===== src/rtl/mips_pkg.sv =====
// Shared MIPS definitions: instruction field positions, a few opcode/funct
// constants, default fetch parameters and a field-splitting helper.
package mips_pkg;

  localparam int WORD_SIZE_DEF = 32;
  localparam int DEPTH_DEF     = 4;
  localparam logic [31:0] RESET_PC_DEF = 32'h0000_0000;

  // Field bit positions within a 32-bit instruction word
  localparam int OPCODE_MSB = 31;
  localparam int OPCODE_LSB = 26;
  localparam int RS_MSB     = 25;
  localparam int RS_LSB     = 21;
  localparam int RT_MSB     = 20;
  localparam int RT_LSB     = 16;
  localparam int RD_MSB     = 15;
  localparam int RD_LSB     = 11;
  localparam int SHAMT_MSB  = 10;
  localparam int SHAMT_LSB  = 6;
  localparam int FUNCT_MSB  = 5;
  localparam int FUNCT_LSB  = 0;
  localparam int IMM_MSB    = 15;
  localparam int IMM_LSB    = 0;
  localparam int JADDR_MSB  = 25;
  localparam int JADDR_LSB  = 0;

  // Opcodes
  localparam logic [5:0] OP_RTYPE = 6'h00;
  localparam logic [5:0] OP_J     = 6'h02;
  localparam logic [5:0] OP_JAL   = 6'h03;
  localparam logic [5:0] OP_BEQ   = 6'h04;
  localparam logic [5:0] OP_BNE   = 6'h05;
  localparam logic [5:0] OP_ADDI  = 6'h08;
  localparam logic [5:0] OP_LW    = 6'h23;
  localparam logic [5:0] OP_SW    = 6'h2B;

  // R-type funct codes
  localparam logic [5:0] FN_SLL = 6'h00;
  localparam logic [5:0] FN_JR  = 6'h08;
  localparam logic [5:0] FN_ADD = 6'h20;
  localparam logic [5:0] FN_SUB = 6'h22;
  localparam logic [5:0] FN_AND = 6'h24;
  localparam logic [5:0] FN_OR  = 6'h25;
  localparam logic [5:0] FN_SLT = 6'h2A;

  typedef struct packed {
    logic [5:0]  opcode;
    logic [4:0]  rs;
    logic [4:0]  rt;
    logic [4:0]  rd;
    logic [4:0]  shamt;
    logic [5:0]  funct;
    logic [15:0] immediate;
    logic [25:0] jaddr;
  } instr_fields_t;

  // Overlapping R/I/J views of one instruction word
  function automatic instr_fields_t split_fields(input logic [31:0] w);
    instr_fields_t f;
    f.opcode    = w[OPCODE_MSB:OPCODE_LSB];
    f.rs        = w[RS_MSB:RS_LSB];
    f.rt        = w[RT_MSB:RT_LSB];
    f.rd        = w[RD_MSB:RD_LSB];
    f.shamt     = w[SHAMT_MSB:SHAMT_LSB];
    f.funct     = w[FUNCT_MSB:FUNCT_LSB];
    f.immediate = w[IMM_MSB:IMM_LSB];
    f.jaddr     = w[JADDR_MSB:JADDR_LSB];
    return f;
  endfunction

endpackage


===== src/rtl/fetch_buffer.sv =====
// Small synchronous FIFO of {pc, instruction word}. Clear wins over a
// same-cycle push; push and pop together are legal.
module fetch_buffer
  import mips_pkg::*;
#(
  parameter int PC_W  = 32,
  parameter int DEPTH = 4
)(
  input  logic                       clk,
  input  logic                       rst,
  input  logic                       i_push,
  input  logic [PC_W-1:0]            i_push_pc,
  input  logic [31:0]                i_push_word,
  input  logic                       i_pop,
  input  logic                       i_clear,
  output logic [PC_W-1:0]            o_head_pc,
  output logic [31:0]                o_head_word,
  output logic [$clog2(DEPTH):0]     o_count,
  output logic                       o_full,
  output logic                       o_empty
);

  localparam int AW = $clog2(DEPTH);
  localparam int CW = AW + 1;

  logic [PC_W-1:0] r_pc_mem   [DEPTH];
  logic [31:0]     r_word_mem [DEPTH];
  logic [AW-1:0]   r_wr_ptr;
  logic [AW-1:0]   r_rd_ptr;
  logic [CW-1:0]   r_count;

  // Storage write; entries need no reset because count gates visibility
  always_ff @(posedge clk) begin
    if (i_push && !i_clear) begin
      r_pc_mem[r_wr_ptr]   <= i_push_pc;
      r_word_mem[r_wr_ptr] <= i_push_word;
    end
  end

  // Pointer and occupancy bookkeeping
  always_ff @(posedge clk) begin
    if (rst || i_clear) begin
      r_wr_ptr <= '0;
      r_rd_ptr <= '0;
      r_count  <= '0;
    end else begin
      if (i_push) r_wr_ptr <= r_wr_ptr + AW'(1);
      if (i_pop)  r_rd_ptr <= r_rd_ptr + AW'(1);
      r_count <= r_count + CW'(i_push) - CW'(i_pop);
    end
  end

  assign o_head_pc   = r_pc_mem[r_rd_ptr];
  assign o_head_word = r_word_mem[r_rd_ptr];
  assign o_count     = r_count;
  assign o_full      = (r_count == CW'(DEPTH));
  assign o_empty     = (r_count == '0);

endmodule


===== src/rtl/fetch_unit.sv =====
// Instruction fetch stage: owns the PC, issues in-order imem reads under a
// credit limit, buffers returned words and presents them split into fields.
// A pop whose pc_next is not pc+4 redirects fetch and flushes wrong-path work.
//
// Handshakes: a transfer happens on a rising edge where valid && ready are both
// high. The sender keeps valid and its payload stable until that edge; the
// receiver may drive ready independently of valid. imem_req_addr is the one
// payload allowed to change while stalled, and only because of a redirect.
module fetch_unit
  import mips_pkg::*;
#(
  parameter int                   WORD_SIZE = WORD_SIZE_DEF,
  parameter logic [WORD_SIZE-1:0] RESET_PC  = WORD_SIZE'(RESET_PC_DEF),
  parameter int                   DEPTH     = DEPTH_DEF
)(
  input  logic                 clk,
  input  logic                 rst,
  output logic                 imem_req_valid,
  input  logic                 imem_req_ready,
  output logic [WORD_SIZE-1:0] imem_req_addr,
  input  logic                 imem_resp_valid,
  input  logic [31:0]          imem_resp_data,
  output logic                 id_valid,
  input  logic                 id_ready,
  output logic [WORD_SIZE-1:0] id_pc,
  output logic [5:0]           id_opcode,
  output logic [4:0]           id_rs,
  output logic [4:0]           id_rt,
  output logic [4:0]           id_rd,
  output logic [4:0]           id_shamt,
  output logic [5:0]           id_funct,
  output logic [15:0]          id_immediate,
  output logic [25:0]          id_jaddr,
  input  logic [WORD_SIZE-1:0] ex_pc_next
);

  localparam int CW = $clog2(DEPTH) + 1;

  logic [WORD_SIZE-1:0] r_fetch_pc;    // next address to request
  logic [WORD_SIZE-1:0] r_resp_pc;     // pc of the next kept response
  logic [CW-1:0]        r_outstanding; // accepted requests not yet answered
  logic [CW-1:0]        r_discard;     // upcoming responses that are wrong-path

  logic [WORD_SIZE-1:0] w_head_pc;
  logic [31:0]          w_head_word;
  logic [31:0]          w_head_word_g;
  logic [CW-1:0]        w_count;
  logic                 w_full;
  logic                 w_empty;
  logic [CW:0]          w_credit_sum;
  logic                 w_req_fire;
  logic                 w_pop;
  logic                 w_redirect;
  logic                 w_push;
  logic [WORD_SIZE-1:0] w_target;
  logic [CW-1:0]        w_outstanding_next;
  instr_fields_t        w_fields;

  // Credit: buffered plus in-flight never exceeds DEPTH, so a response always fits
  assign w_credit_sum   = {1'b0, w_count} + {1'b0, r_outstanding};
  assign imem_req_valid = !rst && (w_credit_sum < (CW+1)'(DEPTH));
  assign imem_req_addr  = r_fetch_pc;
  assign w_req_fire     = imem_req_valid && imem_req_ready;

  assign id_valid   = !w_empty;
  assign w_pop      = id_valid && id_ready;
  assign w_redirect = w_pop && (ex_pc_next != (w_head_pc + WORD_SIZE'(4)));
  assign w_target   = {ex_pc_next[WORD_SIZE-1:2], 2'b00};

  // A response in the redirect cycle is old-path and simply not pushed
  assign w_push = imem_resp_valid && (r_discard == '0) && !w_redirect;
  assign w_outstanding_next = r_outstanding + CW'(w_req_fire) - CW'(imem_resp_valid);

  fetch_buffer #(
    .PC_W  (WORD_SIZE),
    .DEPTH (DEPTH)
  ) u_buf (
    .clk         (clk),
    .rst         (rst),
    .i_push      (w_push),
    .i_push_pc   (r_resp_pc),
    .i_push_word (imem_resp_data),
    .i_pop       (w_pop),
    .i_clear     (w_redirect),
    .o_head_pc   (w_head_pc),
    .o_head_word (w_head_word),
    .o_count     (w_count),
    .o_full      (w_full),
    .o_empty     (w_empty)
  );

  // PC, response tracking and discard counter
  always_ff @(posedge clk) begin
    if (rst) begin
      r_fetch_pc    <= RESET_PC;
      r_resp_pc     <= RESET_PC;
      r_outstanding <= '0;
      r_discard     <= '0;
    end else begin
      r_outstanding <= w_outstanding_next;
      if (w_redirect) begin
        // Everything still in flight, including this cycle's request, is stale
        r_fetch_pc <= w_target;
        r_resp_pc  <= w_target;
        r_discard  <= w_outstanding_next;
      end else begin
        if (w_req_fire) r_fetch_pc <= r_fetch_pc + WORD_SIZE'(4);
        if (imem_resp_valid) begin
          if (r_discard != '0) r_discard <= r_discard - CW'(1);
          else                 r_resp_pc <= r_resp_pc + WORD_SIZE'(4);
        end
      end
    end
  end

  // Protocol checks: no unsolicited response, no push into a full buffer
  always_ff @(posedge clk) begin
    if (!rst && imem_resp_valid) assert (r_outstanding != '0);
    if (!rst && w_push) assert (!w_full || w_pop);
  end

  // Field outputs read as zero when nothing is presented
  assign w_head_word_g = w_empty ? '0 : w_head_word;
  assign id_pc         = w_empty ? '0 : w_head_pc;
  assign w_fields      = split_fields(w_head_word_g);
  assign id_opcode     = w_fields.opcode;
  assign id_rs         = w_fields.rs;
  assign id_rt         = w_fields.rt;
  assign id_rd         = w_fields.rd;
  assign id_shamt      = w_fields.shamt;
  assign id_funct      = w_fields.funct;
  assign id_immediate  = w_fields.immediate;
  assign id_jaddr      = w_fields.jaddr;

endmodule


===== config.mk =====
export PLATFORM = sky130hd
export DESIGN_NAME = fetch_unit
export DESIGN_NICKNAME = d
export VERILOG_FILES = /design/src/rtl/mips_pkg.sv /design/src/rtl/fetch_buffer.sv /design/src/rtl/fetch_unit.sv
export SDC_FILE = /design/constraint.sdc
export NUM_CORES = 1
export LEC_CHECK = 0
export BUFFER_PORTS_ARGS = -buffer_cell sky130_fd_sc_hd__buf_2
export CAP_MARGIN = 20
export CELL_PAD_IN_SITES_DETAIL_PLACEMENT = 1
export CELL_PAD_IN_SITES_GLOBAL_PLACEMENT = 1
export CORE_MARGIN = 2
export CORE_UTILIZATION = 44
export CTS_CLUSTER_DIAMETER = 150
export CTS_CLUSTER_SIZE = 20
export DETAILED_ROUTE_END_ITERATION = 10
export GPL_ROUTABILITY_DRIVEN = 0
export PLACE_DENSITY_LB_ADDON = 0.12
export SYNTH_ARGS = -nofsm -noshare
export SYNTH_HDL_FRONTEND = slang
export SYNTH_HIERARCHICAL = 1
export SYNTH_SLANG_ARGS = --single-unit

===== constraint.sdc =====
create_clock -name clk -period 6.5 [get_ports clk]
set_input_delay 0.975 -clock clk [delete_from_list [all_inputs] [get_ports clk]]
set_output_delay 0.975 -clock clk [all_outputs]
set_load 0.01 [all_outputs]

Word level (Yosys, flattened, before mapping)
Memories as Yosys holds them, arrays and structs flattened. A register that Yosys moved wholly into a read port is not among the register bits.
Index checks and enable logic that the tools add are counted.
Operators by class
  $add $sub $neg: 11
  $lt $le $gt $ge: 1
  equal/unequal tests: 2
  muxes and demuxes: 16
  bitwise gates (word level): 1
  reduce and logical (&&, ||, !) cells: 21
Operators by type and width (number)
  32-bit two-way mux: 7
  32-bit by 3-bit adder with 32-bit output (second input constant): 3
  32-bit != test: 1
  3-bit two-way mux: 3
  2-bit two-way mux: 4
  1-bit logical AND: 7
  3-bit by 1-bit adder with 3-bit output: 2
  3-bit logical NOT: 2
  2-bit AND reduction: 3
  2-bit nonzero test: 3
  3-bit by 1-bit subtractor with 3-bit output: 2
  2-bit by 1-bit adder with 2-bit output (second input constant): 2
  3-bit by 3-bit adder with 4-bit output: 1
  4-bit by 3-bit less-than comparator with 1-bit output (second input constant): 1
  1-bit logical NOT: 3
  3-bit nonzero test: 1
  3-bit by 1-bit subtractor with 3-bit output (second input constant): 1
  1-bit two-way mux: 2
  2-bit by 1-bit != test with 1-bit output (second input constant): 1
  2-bit OR reduction: 1
  1-bit logical OR: 1
  1-bit NOT: 1
Storage, ports and cells
  bits in registers: 77
  memory bits (writable): 256
  input port bits: 69
  memories: 2
Memory list
  u_buf.r_pc_mem: words 4, width 32, read ports 1, clocked after Yosys merged registers in 1, write ports 1, RTL line fetch_buffer.sv:26  | logic [PC_W-1:0] r_pc_mem [DEPTH];
  u_buf.r_word_mem: words 4, width 32, read ports 1, clocked after Yosys merged registers in 1, write ports 1, RTL line fetch_buffer.sv:27  | logic [31:0] r_word_mem [DEPTH];

Longest topological paths before layout
Gate-level depths: netlist of run 1.
  word-level depth: 9
  gate-level depth with buffers: 19

Hierarchy
Netlist of run 1, hierarchy kept.
By module, submodules not included
  fetch_buffer: times used 1, cells an instance 381, area an instance 9768.1 µm², seq. area each 7867.5 µm²
  fetch_unit: times used 1, cells an instance 680, area an instance 5331.4 µm², seq. area each 1321.3 µm²

Least setup slack after synthesis of run 1
No wires, ideal clock.
  path kind: reg-to-reg
  start point: register (tool-made name)
  end point: memory u_buf.r_pc_mem[0][0], enable pin
  arrival time: 5385 ps
  data required time: 6071 ps
  path slack: 687 ps
  cell stages (with the launch flop): 17
  buffers on the path: 4
  clock period less this slack: 5813 ps
  cell sequence: dfxtp_1 -> buf_6 -> buf_12 -> mux4_2 -> clkbuf_1 -> nand4_1 -> or4_1 -> or4_1 -> o21ba_1 -> a2111oi_4 -> nand4_1 -> nand2_1 -> inv_2 -> buf_2 -> nor3_1 -> nor2b_1 -> and2_1
RTL lines (RTL line)
  to (decl): fetch_buffer.sv:26

==> summary.md, run 1 <==
| Metric | Value |
|---|---|
| Final WL | between 30000 and 40000 microns |
| Clock latency on the worst-skew pair | between 500 and 600 ps |
| Count of final hold-check violations | 0 |
| Vias | between 9000 and 10000 |
| Effective utilization at floorplan | 44.9% |
| Kind of path behind the tightest hold check | flip-flop to flip-flop |
| Number of detailed-route iterations in the first pass | 5 |
| Max capacitance violation total | 0 |
| Number of resized instances in the post-cts repair step | 0 |
| DRC viols | 0 |
| Antenna violations before repair | 1 |
| Warning count from the yosys run | 6 |
| Setup repair after global routing missed its margin | no |
| Worst-path fanout max | 26 |
| Hold path startpoint | u_buf/r_rd_ptr[1] |
| Tmin final | ~5700 ps |
| Highest Clock Rate | ~180 MHz |
| Clock Path Buffers | 3 |
| Share of layout cells above drive strength 1 | a little over a quarter |
| Startpoint type of the worst setup path | flip-flop |
| Top-level I/O count | 209 |
| Congestion Overflow GR | 0 |
| Most used routing layer in global routing | met2 |
| TritonCTS clock tree | built |
| Kind of end point of the critical path | flip-flop |
| CTS buffer count | 20 |
| Worst setup timing slack at the placement stage | 844 ps |
| Class of the most critical setup path | flip-flop to flip-flop |
| Most common cell type on the critical path | sky130_fd_sc_hd__buf_4 |
| CTS sink count | 331 |
| Buffers and inverters on the worst path | 5 |
| Half-perimeter wire length of the detailed placement result | about 28000 microns |
| WP data required | roughly 6700 ps |
| Count of filler cells inserted in the layout | about 3400 |
| Slew @ Worst Pin | ~920 ps |
| Worst Slack Setup Final | ~800 ps |
| Row count | between 60 and 70 |
| Worst VDD drop | between 200 and 250 uV |
| Number of hold-repair buffers added at the cts stage | 0 |
| Overall fraction of global-route tracks in use | between 20 and 25% |
| Final Setup Violations | 0 |
| Number of nets in the finished design | 1314 |
| Die span in x | 189 microns |
| Static Leakage | roughly 5.9 nW |
| Residual antenna-violating net count after detailed routing | 0 |
| Run status | finished, final reports clean |
| Drt first-iter violations | 728 |
| DR vias/cell | ~5.6 |
| # H-tree levels | 1 |
| Layout overhead on the synthesized area | 11.9% |
| Post-CTS Setup Repair Bufs | 0 |
| Die ar. | 0.0358 sq mm |
| Standard cell core area | about 0.034 sq mm |
| Maximum clock skew at final layout | roughly 14 ps |
| Power per Cell Area | a little over 400 mW/mm^2 |
| Root Buffer | sky130_fd_sc_hd__clkbuf_16 |
| Cells after synthesis | 1060 |
| Largest delay share family, worst path | simple AND/OR/NAND/NOR gates |
| Maximum number of pins on one net before global-route repair | 66 |
| Post-detailed-route wirelength per cell | around 23 microns |
| Setup TNS after final layout | 0 ps |
| Worst path cell trace | mux4_2 -> nand4_1 -> buf_4 -> or4_1 -> or4_1 -> o21ba_1 -> a2111oi_4 -> nand4_1 -> buf_4 -> nand2_1 -> inv_2 -> nor3_1 -> buf_4 -> nor2b_1 -> and2_2 -> buf_4 |
| Met1 GRT Util | 32.1% |
| Maximum single-stage delay on the critical path | ~850 ps |
| Vias in the first global route | around 9800 |
| Cell area after technology mapping | 0.0151 sq mm |
| First-pass GRT wire length | 59800 microns |
| Critical-path top delay cell | sky130_fd_sc_hd__dfxtp_2 |
| Normalized max-slew margin | 39.0% |
| Antenna diode count | 0 |
| Y dimension of the die | between 150 and 200 microns |
| Post-synthesis area per instance | between 10 and 15 sq um |
| GR met3 Demand/Resource | under 10% |
| Routing usage on met2 | a little over a third |
| Final-report max-slew violation count | 0 |
| Clock transition at path regs | about 90 ps |
| Input/output buffers | around 210 |
| Arr. time, crit path | roughly 5900 ps |
| Final Cycle Share | ~88% |
final cells by class:
class                   count  area [sq um]  share of cell area (%)
clock buffers              34           553                    3.27
clock inverters             2          27.5                   0.163
inverters                  29           109                   0.644
multi-input cells         618          5180                    30.7
flip-flops and latches    331          9190                    54.4
well taps                 448           561                    3.32
repair buffers            228          1270                    7.52
flip-flops by register name (all words and copies together), names as in the netlist, named ones only:
| register | cells |
|---|---|
| r_resp_pc | 30 |
| r_outstanding | 3 |
| u_buf/r_wr_ptr | 2 |
| u_buf/o_count | 3 |
| r_discard | 3 |
| u_buf/r_word_mem | 128 |
| u_buf/r_rd_ptr | 2 |
| imem_req_addr | 30 |
| u_buf/r_pc_mem | 128 |
power breakdown:
group | internal [mW] | switching, mW | total [mW]
logic | 1.13 | 1.50 | 2.63
registers | 2.76 | 0.355 | 3.12
clock network | 0.591 | 0.685 | 1.28
total | 4.48 | 2.54 | 7.02
layout by cell type (no fill, tap or decap), types with 15 or more instances in the layout:
cell                          n
sky130_fd_sc_hd__nand3_1     22
sky130_fd_sc_hd__nor2b_1     66
sky130_fd_sc_hd__clkbuf_16   20
sky130_fd_sc_hd__o31ai_1     34
sky130_fd_sc_hd__xnor2_1     58
sky130_fd_sc_hd__edfxtp_1   256
sky130_fd_sc_hd__xor2_1      45
sky130_fd_sc_hd__inv_1       27
sky130_fd_sc_hd__mux4_2      60
sky130_fd_sc_hd__and3_1      17
sky130_fd_sc_hd__nor2_1      41
sky130_fd_sc_hd__a21oi_1     56
sky130_fd_sc_hd__nand2_1     45
sky130_fd_sc_hd__dfxtp_1     73
sky130_fd_sc_hd__nand4_1     31
sky130_fd_sc_hd__ha_1        15
sky130_fd_sc_hd__buf_4       16
sky130_fd_sc_hd__buf_2      206
layer usage:
metal  routed length (microns)  vias up
met4                       609        0
met2                     18800      259
met3                      2010       35
met5                         0        -
li1                          -     4288
met1                     17800     4853
worst min-delay path: cells and delay by family, from the launching register on:
| family | cells | cell delay [ps] |
|---|---|---|
| and+or+nand+nor | 1 | 100 |
| DFF | 1 | 320 |
| AOI/OAI and AO/OA | 1 | 80 |
per-stage QoR:
stage	cell area, sq um	util, %	total power, mW	hold slack (ps)	cells
5_1_grt	16900	50.3	7.43	567	1690
4_1_cts	16900	50.3	7.10	546	1690
6_report	16900	50.3	7.02	553	1690
3_3_place_gp	16300	48.5	5.76	513	1654
3_5_place_dp	16300	48.5	5.82	531	1654
2_1_floorplan	15100	-	5.02	480	1069
worst paths after layout:
path	endpoint	slack (ps)	depth (start not counted)
hold / removal	flip-flop	550	2
setup / recovery	u_buf/r_word_mem[0][1]	800	16
hold reg to reg	flip-flop	550	2
setup reg to reg	u_buf/r_word_mem[0][1]	800	16
Note: power is estimated with default switching activity, not from simulation.
==> run 2, diff against run 1 <==
Clock period 6.5 ns to 6.74 ns, I/O delays scaled along.
==> summary.md, run 2 (synthesized netlist as in run 1, its figures left out) <==
| Metric | Value |
|---|---|
| Run status | finished, final reports clean |
| Worst Slack Setup Final | ~1000 ps |
| Number of nets in the finished design | ~1300 |
| Most common cell type on the critical path | sky130_fd_sc_hd__buf_4 |
| Share of layout cells above drive strength 1 | between 20% and 30% |
| Layout overhead on the synthesized area | 11.8% |
| Antenna diode count | 0 |
| Setup repair after global routing missed its margin | no |
| Number of resized instances in the post-cts repair step | 0 |
| Maximum clock skew at final layout | between 20 and 25 ps |
| Worst path cell trace | buf_4 -> buf_4 -> mux4_2 -> and3_1 -> nand3_1 -> or4_1 -> o21ba_1 -> a2111oi_4 -> nand4_1 -> buf_4 -> nand2_1 -> inv_2 -> nor3_1 -> buf_4 -> nor2b_1 -> and2_2 -> buf_4 |
| Regs by FF count | u_buf/r_pc_mem (128), u_buf/r_word_mem (128) |
| Critical-path top delay cell | sky130_fd_sc_hd__dfxtp_4 |
| CTS sink count | approximately 330 |
| Class of the most critical setup path | flip-flop to flip-flop |
| Switch Pwr | roughly 2.5 mW |
| Worst reg2reg setup slack | about 1000 ps |
| CTS buffer count | 20 |
| Maximum number of pins on one net before global-route repair | 65 |
| Clock latency on the worst-skew pair | 540 ps |
| Post-detailed-route wirelength per cell | about 24 microns |
| Final-report max-slew violation count | 0 |
| Final Setup Violations | 0 |
| Area of all placed cells without fillers | 0.0169 sq mm |
| Leading cell types in the layout, fill and taps excluded | sky130_fd_sc_hd__edfxtp_1, sky130_fd_sc_hd__buf_2, sky130_fd_sc_hd__dfxtp_1 |
| Residual antenna-violating net count after detailed routing | 0 |
| Hold path startpoint | r_resp_pc[26] |
| Input/output buffers | 206 |
| Net switching share of the total power | a little under two fifths |
| Effective utilization at floorplan | 44.9% |
| Standard cell core area | approximately 0.034 sq mm |
| Placed cell area | around 0.016 sq mm |
| Congestion Overflow GR | 0 |
| Clock network power share | between 10% and 20% |
| Instance count along the most critical hold path | 0 |
| Drt first-iter violations | around 670 |
| Die span in x | between 150 and 200 microns |
| Antenna violations before repair | 0 |
| Clock Path Buffers | 3 |
| Vias | 9398 |
| Buffers and inverters on the worst path | 6 |
| Tmin final | 5740 ps |
| Top-level I/O count | about 210 |
| Arr. time, crit path | 5970 ps |
| Clock transition at path regs | around 100 ps |
| # H-tree levels | 1 |
| Number of cell instances on the worst register-to-register path | 17 |
| Y dimension of the die | around 190 microns |
| Hold-critical path endpoint | u_buf/r_pc_mem[0][26] |
| Final WL | about 40000 microns |
| Pint | around 4.3 mW |
| Worst-path fanout max | 22 |
| Largest delay share family, worst path | simple AND/OR/NAND/NOR gates |
| Static Leakage | between 5 and 6 nW |
| Final standard cell utilization of the core | about 50% |
| Placed Instances | between 1500 and 2000 |
| Power per Cell Area | 405 mW/mm^2 |
| Half-perimeter wire length of the detailed placement result | 28900 microns |
| Worst setup timing slack at the placement stage | around 930 ps |
| Slew @ Worst Pin | around 960 ps |
| WP data required | between 6000 and 7000 ps |
| Count of final hold-check violations | 0 |
| Die ar. | around 0.036 sq mm |
| DRC viols | 0 |
| Combinational cell fraction of total power | between 30 and 40% |
| Highest Clock Rate | 174 MHz |
| Kind of path behind the tightest hold check | flip-flop to flip-flop |
| First-pass GRT wire length | about 61000 microns |
| Maximum single-stage delay on the critical path | 640 ps |
| Min Hold Slack | ~570 ps |
| Root Buffer | sky130_fd_sc_hd__clkbuf_16 |
| Final Cycle Share | a little under nine tenths |
| Number of hold-repair buffers added at the cts stage | 0 |
| Worst reg2reg path endpoint | u_buf/r_word_mem[1][15] |
| Vias in the first global route | between 9000 and 10000 |
| Row count | 67 |
| Normalized max-slew margin | 35.7% |
| Setup TNS after final layout | 0 ps |
| Startpoint type of the worst setup path | flip-flop |
| Max capacitance violation total | 0 |
| Number of detailed-route iterations in the first pass | 5 |
| Non-filler instance count after layout | roughly 1700 |
| Post-CTS Setup Repair Bufs | 0 |
| Total power | 6.84 mW |
| Overall fraction of global-route tracks in use | ~22% |
| Most frequent standard cell in the layout excluding fill and tap cells | sky130_fd_sc_hd__edfxtp_1 |
| Worst VDD drop | slightly above 200 uV |
| TritonCTS clock tree | built |
| Kind of end point of the critical path | flip-flop |
| DR vias/cell | 5.55 |
| Sequential group share of total power | 43.9% |
[run 2: changes by cell type in the layout (fill, tap and decap cells not counted)]
cell and delta:
sky130_fd_sc_hd__buf_4 +8, sky130_fd_sc_hd__clkinv_8 -1, sky130_fd_sc_hd__clkinv_16 +1, sky130_fd_sc_hd__buf_12 -5
[run 2: power by group through the flow]
stage	Sequential (mW)	Clock, mW	Combinational [mW]
3_5_place_dp	3.05	0	2.61
3_3_place_gp	3.03	0	2.59
5_1_grt	3.06	1.36	2.82
6_report	3.00	1.25	2.59
4_1_cts	3.01	1.29	2.62
2_1_floorplan	2.93	0	1.91
[run 2: cell type report]
class | count | area (sq um)
Sequential cell | 331 | 9190
Tap cell | 448 | 561
Timing Repair Buffer | 231 | 1230
Inverter | 29 | 109
Fill cell | 3443 | 16700
Clock inverter | 2 | 41.3
Multi-Input combinational cell | 618 | 5180
Clock buffer | 34 | 553
[run 2: worst max-delay path by stage]
| stage | from | endpoint | slack [ps] | cells after the start |
|---|---|---|---|---|
| floorplan | flip-flop | u_buf/r_pc_mem[0][0] | 930 | 16 |
| global placement | flip-flop | u_buf/r_word_mem[1][13] | 970 | 17 |
| detailed placement | flip-flop | u_buf/r_word_mem[1][13] | 930 | 17 |
| CTS | flip-flop | u_buf/r_word_mem[1][16] | 890 | 17 |
| global route | flip-flop | u_buf/r_word_mem[1][15] | 570 | 17 |
| finish | flip-flop | u_buf/r_word_mem[1][15] | 1000 | 17 |
[run 2: per-layer routing]
layer / GRT usage [%] / up-vias / share of wire, %
met3: 2.61 / 34 / 5.0
met2: 37.8 / 278 / 49
li1: - / 4300 / -
met4: 3.94 / 0 / 1.4
met1: 31.7 / 4786 / 45
met5: 0 / - / 0
